### src/rtl/btn_reader.sv
// CPU-readable 4-bit push-button port: 2-FF sync, per-bit debounce, sticky
// press flags with clear-on-read, and a level interrupt while any flag is pending.
module btn_reader #(
  parameter logic [15:0] BASE_ADDR  = 16'hD01A,
  parameter int          DEB_CYCLES = 50000,
  parameter bit          ACTIVE_LOW = 1'b1
) (
  input  logic        clk,
  input  logic        rst,
  input  logic [15:0] Abus,
  input  logic        re,
  input  logic [3:0]  btn_in,
  output logic [7:0]  Data_Out,
  output logic        dout_en,
  output logic        irq
);

  localparam int            CW       = $clog2(DEB_CYCLES);
  localparam logic [CW-1:0] CNT_LAST = CW'(DEB_CYCLES - 1);
  localparam logic [CW-1:0] CNT_ONE  = CW'(1);

  logic [3:0]    sync1_q, sync1_d;
  logic [3:0]    sync2_q, sync2_d;
  logic [3:0]    stable_q, stable_d;
  logic [CW-1:0] cnt_q [4];
  logic [CW-1:0] cnt_d [4];
  logic [3:0]    flags_q, flags_d;
  logic [7:0]    data_out_q, data_out_d;
  logic          dout_en_q, dout_en_d;
  logic          irq_q, irq_d;

  logic [3:0] pressed;
  logic [3:0] press_evt;
  logic       hit;
  logic       rd_flags;

  always_comb begin
    sync1_d    = btn_in;
    sync2_d    = sync1_q;
    pressed    = sync2_q ^ {4{ACTIVE_LOW}};
    stable_d   = stable_q;
    press_evt  = 4'b0000;
    hit        = 1'b0;
    rd_flags   = 1'b0;
    flags_d    = flags_q;
    data_out_d = 8'h00;
    dout_en_d  = 1'b0;
    irq_d      = 1'b0;

    // A bit is accepted only after DEB_CYCLES consecutive disagreeing samples;
    // any agreeing sample restarts the count, so the counter cannot wrap.
    for (int i = 0; i < 4; i++) begin
      cnt_d[i] = '0;
      if (pressed[i] != stable_q[i]) begin
        if (cnt_q[i] == CNT_LAST) begin
          stable_d[i] = pressed[i];
        end else begin
          cnt_d[i] = cnt_q[i] + CNT_ONE;
        end
      end
    end

    press_evt = stable_d & ~stable_q;
    hit       = re && (Abus[15:1] == BASE_ADDR[15:1]);
    rd_flags  = hit && Abus[0];

    // Set has priority over the read-clear so a coincident press is kept.
    flags_d = (flags_q & ~{4{rd_flags}}) | press_evt;

    dout_en_d = hit;
    if (hit) begin
      data_out_d = Abus[0] ? {4'b0000, flags_q} : {4'b0000, stable_q};
    end

    irq_d = |flags_q;
  end

  always_ff @(posedge clk) begin
    if (rst) begin
      sync1_q    <= 4'b0000;
      sync2_q    <= 4'b0000;
      stable_q   <= 4'b0000;
      flags_q    <= 4'b0000;
      data_out_q <= 8'h00;
      dout_en_q  <= 1'b0;
      irq_q      <= 1'b0;
      for (int i = 0; i < 4; i++) begin
        cnt_q[i] <= '0;
      end
    end else begin
      sync1_q    <= sync1_d;
      sync2_q    <= sync2_d;
      stable_q   <= stable_d;
      flags_q    <= flags_d;
      data_out_q <= data_out_d;
      dout_en_q  <= dout_en_d;
      irq_q      <= irq_d;
      for (int i = 0; i < 4; i++) begin
        cnt_q[i] <= cnt_d[i];
      end
    end
  end

  assign Data_Out = data_out_q;
  assign dout_en  = dout_en_q;
  assign irq      = irq_q;

endmodule
### config.mk
export PLATFORM = sky130hd
export DESIGN_NAME = btn_reader
export DESIGN_NICKNAME = d
export VERILOG_FILES = /design/src/rtl/btn_reader.sv
export SDC_FILE = /design/constraint.sdc
export NUM_CORES = 1
export LEC_CHECK = 0
export CORE_MARGIN = 2
export CORE_UTILIZATION = 47
export CTS_CLUSTER_DIAMETER = 50
export CTS_CLUSTER_SIZE = 12
export DETAILED_ROUTE_END_ITERATION = 7
export DONT_BUFFER_PORTS = 1
export GPL_ROUTABILITY_DRIVEN = 0
export GPL_TIMING_DRIVEN = 0
export PLACE_DENSITY_LB_ADDON = 0.08
export SLEW_MARGIN = 40
export SYNTH_ARGS = -nofsm -noshare
export SYNTH_HDL_FRONTEND = slang
export SYNTH_SLANG_ARGS = --single-unit
### constraint.sdc
create_clock -name clk -period 1.6 [get_ports clk]
set_clock_uncertainty 0.15 [all_clocks]
set_input_delay 0.08 -clock clk [delete_from_list [all_inputs] [get_ports clk]]
set_output_delay 0.08 -clock clk [all_outputs]
set_load 0.02 [all_outputs]
==> results of run 1 <==
## sequential cells by signal (all words and copies together) (netlist names)
register  count
Data_Out      4
irq           1
cnt_q        64
dout_en       1
sync2_q       4
flags_q       4
stable_q      4
sync1_q       4
## layer usage
metal	vias to the layer above	share of wire	track usage
met3	11	0.036	0.0314
met5	-	0	0
met1	1380	0.48	0.232
met2	49	0.47	0.275
li1	1480	-	-
met4	0	0.015	0.0625
## how the worst max path moves through the flow
stage	start	to
6_report	cnt_q[1][12]	stable_q[1]
5_1_grt	cnt_q[1][4]	stable_q[1]
4_1_cts	cnt_q[0][0]	cnt_q[0][14]
3_5_place_dp	cnt_q[2][0]	cnt_q[2][12]
3_3_place_gp	cnt_q[2][0]	cnt_q[2][8]
2_1_floorplan	cnt_q[2][0]	cnt_q[2][14]
## cells in the mapped netlist, types with 2 or more instances
cell and count:
mux2i_1 4, nand4b_1 2, nor3_1 11, nor4_2 6, and4_4 2, nand4_1 17
a21oi_2 2, nand3_1 18, nor2b_1 8, nand3_2 3, a21oi_1 7, ha_1 4
xor2_1 25, or2_2 3, buf_4 7, inv_1 7, nand2_1 18, xnor2_1 29
nor2_1 69, nor4_1 5, nor3b_1 2, a21o_1 3, or3_1 2, buf_2 2
and2_1 3, o21ai_0 2, and3_1 13, dfxtp_1 86, nor4b_1 4, and4_1 4
or2_1 2, nor4bb_1 5, clkbuf_1 3
## critical path, stage by stage, from the launching register on
cell and delay [ns]:
dfxtp_4 0.38, nor4bb_4 0.29, nand4_1 0.21, buf_4 0.20, or2_1 0.20, a21oi_1 0.11
## logic make-up (layout without fill, tap and decap cells)
family	Yosys count	in the layout	share of synthesized area
other cells	1	4	0.000999
mux	4	4	0.0107
compound gates	20	20	0.0363
buf+inv	21	76	0.0307
xor+xnor	54	54	0.126
fa+ha+maj	4	4	0.0133
simple gates	208	208	0.323
flops	86	86	0.459
## where the power goes
| group | internal, mW | total, mW | leakage, nW | switching [mW] |
|---|---|---|---|---|
| Combinational | 0.123 | 0.229 | 0.870 | 0.106 |
| Clock | 1.09 | 1.89 | 0.127 | 0.798 |
| Sequential | 2.17 | 2.21 | 0.708 | 0.0334 |
## metrics by stage
step / power [mW] / area (um2)
floorplan: 2.35 / 3760
global placement: 2.38 / 3890
detailed placement: 2.38 / 3890
CTS: 4.34 / 4410
global route: 4.50 / 4720
finish: 4.33 / 4720
## what timing repair did
action | CTS | global route
hold buffers | 10 | 2
hold endpoints to repair | 76 | 5
setup endpoints to repair | 57 | 62
setup buffers | 11 | 15
pin swaps | 9 | 14
cloned | 0 | 3
resized for setup | 24 | 49
## final cells by class
cell class	instances	area share
multi-input combinational	294	0.447
sequential	86	0.373
timing repair buffer	40	0.0726
clock buffer	10	0.0291
tap	102	0.0270
clock inverter	6	0.0246
buffer	13	0.0217
inverter	7	0.00556
==> impl_metrics.tcl, run 1 <==
set metrics [dict create \
    outcome "finished with violations" \
    failed_checks "hold timing" \
    endpoint_kind "flip-flop" \
    r2r_cells 5 \
    grt_usage 0.172 \
    finalSetupViolCount 0 \
    synthArstFlopShare 0 \
    multi_input_area_um2 2110 \
    place_ws_ns -0.249 \
    rrSetupSlack_ns 0.009 \
    final_cell_mix "66 x nor2_1, 61 x dfxtp_1, 29 x xnor2_1" \
    grt_max_degree 16 \
    hpwlAfterDp_um 4590 \
    synth_ff_type "dfxtp_1" \
    insertion_delay_ns 0.35 \
    slew_viol_final 0 \
    yosys.area.top_type_share 0.459 \
    wire_per_inst_um 13.2 \
    synth_edf_count 0 \
    power-per-cell-area_nw_per_um2 916 \
    start_kind "flip-flop" \
    rsz0062_at_grt "yes" \
    die_w_um 93.4 \
    die_y_um 93.4 \
    drtPass1Iterations 4 \
    hold_viol 4 \
    crit_fanout 5 \
    area_delta_synth_final_pct 25.9 \
    io_buffers 0 \
    via_per_inst 5.23 \
    reg2reg_from "cnt_q[1][12]" \
    cts.clk_slew.worst_paths_ns 0.09 \
    netlist_top_cells_area "dfxtp_1 46%, nor2_1 6.9%, xnor2_1 6.8%" \
    routed_wl_um 7380 \
    cts_sinks 86 \
    worst_ep_arrival_time_ns 1.73 \
    nFillCells 661 \
    worst_pin_slew_ns 0.537 \
    crit_type "reg2reg" \
    synth_largest_area_cell "dfxtp_1" \
    nets 478 \
    cts_buffers 9 \
    final.setup.worst_slack_ns 0.00850 \
    grt_pass1_vias 2618 \
    post-route-min-period_ns 1.59 \
    max-vdd-ir-drop_mv 0.558 \
    seq_area_frac_synth 0.459 \
    rows 32 \
    io_pins 33 \
    cts_tree "done" \
    grt_pass1_wl_um 12000 \
    initial_core_util 0.486 \
    final.setup.tns_ns 0 \
    min_to "Data_Out[3]" \
    crit_required_ns 1.73 \
    synthCells 398 \
    drive_gt1_frac 0.287 \
    grt_overflow 0 \
    ys_ff_latch 86 \
    reg2reg_to "stable_q[1]" \
    vias 2920 \
    synth_warnings 0 \
    regArea_um2 1760 \
    clock_path_buffers 2 \
    drcViolationCount 0 \
    whs_ns -0.0115 \
    slew_headroom 0.642 \
    htreeDepth 3 \
    maxCapViolations 0 \
    dpl.cell_count 503 \
    synth_area_um2 3750 \
    antenna_left 0 \
    root_buffer "clkbuf_8" \
    ys_types 53 \
    instances_no_fill 558 \
    hp-class "in2reg" \
    die-area_um2 8710 \
    drt-initial-drc-count 64 \
    leakage_nw 1.71 \
    core_um2 7730 \
    finalCritPeriodShare 0.995 \
    final_common_cell "nor2_1" \
    postLayoutCoreUtil 0.611 \
    diodes 0 \
    antenna_found_initial 0 \
    min_path_cells 3 \
    max_freq_ghz 0.628 \
    syn_avg_cell_area_um2 9.43 \
    min_from "Abus[1]" \
]
Power figures use the tool's default switching activity.
==> run 2: changes to the inputs <==
Settings changed: CORE_UTILIZATION 47 to 27, GPL_TIMING_DRIVEN 0 to unset.
==> impl_metrics.tcl, run 2 (synthesis gave the netlist of run 1 again) <==
set metrics [dict create \
    reg2reg_to "stable_q[1]" \
    final.setup.worst_slack_ns 0.0434 \
    worst_pin_slew_ns 0.494 \
    nets 491 \
    slew_viol_final 0 \
    cts.clk_slew.worst_paths_ns 0.06 \
    antenna_found_initial 0 \
    insertion_delay_ns 0.34 \
    io_pins 33 \
    critPathMaxStageDelay_ns 0.70 \
    grt_pass1_wl_um 13300 \
    crit_type "in2reg" \
    power-per-cell-area_nw_per_um2 931 \
    cts_sinks 86 \
    initial_core_util 0.274 \
    regMostFlops "cnt_q" \
    leakage_nw 1.82 \
    slew_headroom 0.666 \
    finalCritPeriodShare 0.973 \
    grt_overflow 0 \
    rsz0062_at_grt "yes" \
    drcViolationCount 0 \
    switching_share 0.214 \
    clock_path_buffers 2 \
    largest_reg_flops 64 \
    finalSetupViolCount 0 \
    drtPass1Iterations 6 \
    area_delta_synth_final_pct 30.0 \
    wire_per_inst_um 12.3 \
    max-vdd-ir-drop_mv 0.558 \
    reg2reg_from "cnt_q[1][4]" \
    crit_top_cell "dlygate4sd3_1" \
    final_cell_mix "71 x dfxtp_1, 69 x nor2_1, 51 x buf_4" \
    p_comb_frac 0.040 \
    hpwlAfterDp_um 5570 \
    instances_no_fill 649 \
    endpoint_kind "flip-flop" \
    cts_tree "done" \
    diodes 0 \
    ctsHoldBuffers 11 \
    nFillCells 1408 \
    dpl.cell_count 619 \
    rows 43 \
    path_cells "dlygate4sd3_1 -> mux2i_1 -> nor2_1 -> dlygate4sd3_1" \
    place_ws_ns -0.0881 \
    maxCapViolations 0 \
    hold_viol 62 \
    max_freq_ghz 0.642 \
    die_y_um 122 \
    whs_ns -0.345 \
    p_clk_frac 0.475 \
    worst_path_max_delay_cell "dlygate4sd3_1" \
    drt-initial-drc-count 162 \
    io_buffers 0 \
    r2r_cells 5 \
    final_common_cell "dfxtp_1" \
    min_from "rst" \
    power_mw 4.54 \
    via_per_inst 4.49 \
    start_kind "input pin" \
    min_path_cells 1 \
    cts_buffers 9 \
    p_int_mw 3.57 \
    grt_pass1_vias 2777 \
    grt_max_degree 25 \
    root_buffer "clkbuf_16" \
    htreeDepth 3 \
    routed_wl_um 7980 \
    rrSetupSlack_ns 0.07 \
    power_frac_seq 0.485 \
    die_w_um 122 \
    crit_required_ns 1.68 \
    vias 2914 \
    grt_usage 0.114 \
    min_to "irq" \
    die-area_um2 14900 \
    postLayoutCoreUtil 0.356 \
    multi_input_area_um2 2050 \
    post-route-min-period_ns 1.56 \
    core_um2 13700 \
    drive_gt1_frac 0.271 \
    netSwitchingPower_mw 0.973 \
    outcome "finished with violations" \
    worst_ep_arrival_time_ns 1.63 \
    hp-class "in2reg" \
    regArea_um2 1740 \
    crit_fanout 4 \
    failed_checks "hold timing" \
    antenna_left 0 \
]
run 2: metal layers:
metal	vias up	GRT usage	wire length, um
li1	1501	-	-
met1	1359	0.150	3970
met2	43	0.173	3530
met3	11	0.0346	338
met4	0	0.0474	141
met5	-	0	0
run 2: how the worst max path moves through the flow:
stage                            start            to  slack, ns
after floorplan            cnt_q[2][0]  cnt_q[2][14]      0.002
after global placement     cnt_q[1][4]    flags_q[1]      -0.05
after detailed placement   cnt_q[1][4]   stable_q[1]      -0.09
after CTS                  cnt_q[1][1]   stable_q[1]      0.005
after global routing      cnt_q[3][10]  cnt_q[3][14]      -0.04
final                          Abus[0]   Data_Out[0]       0.04
run 2: power by group through the flow:
stage	clock network, mW	logic, mW	registers, mW
after floorplan	0	0.108	2.24
after global placement	0	0.154	2.24
after detailed placement	0	0.153	2.24
after CTS	2.23	0.174	2.20
after global routing	2.34	0.204	2.21
final	2.16	0.181	2.20
run 2: timing repair:
| action | CTS | global route |
|---|---|---|
| buffers inserted | 1 | 2 |
| setup endpoints to repair | 15 | 53 |
| gates cloned | 0 | 0 |
| gates resized for setup | 7 | 33 |
| pin swaps | 3 | 13 |
| hold endpoints to repair | 76 | 59 |
run 2: layout make-up:
type / instances / share of cell area
clock inverter: 3 / 0.00872
timing repair buffer: 66 / 0.110
sequential: 86 / 0.357
tap: 180 / 0.0462
inverter: 7 / 0.00539
multi-input combinational: 294 / 0.419
clock buffer: 13 / 0.0533
run 2: metrics by stage:
step	area, um2	setup TNS, ns
after global placement	4290	-0.506
after detailed placement	4290	-0.461
after CTS	4740	0
after global routing	4880	-0.0970
final	4880	0
after floorplan	3760	0
run 2: critical path: cells and delay by family:
kind | cells | cell delay (ns)
mux | 1 | 0.26
simple gates | 1 | 0.05
buf+inv | 2 | 1.24
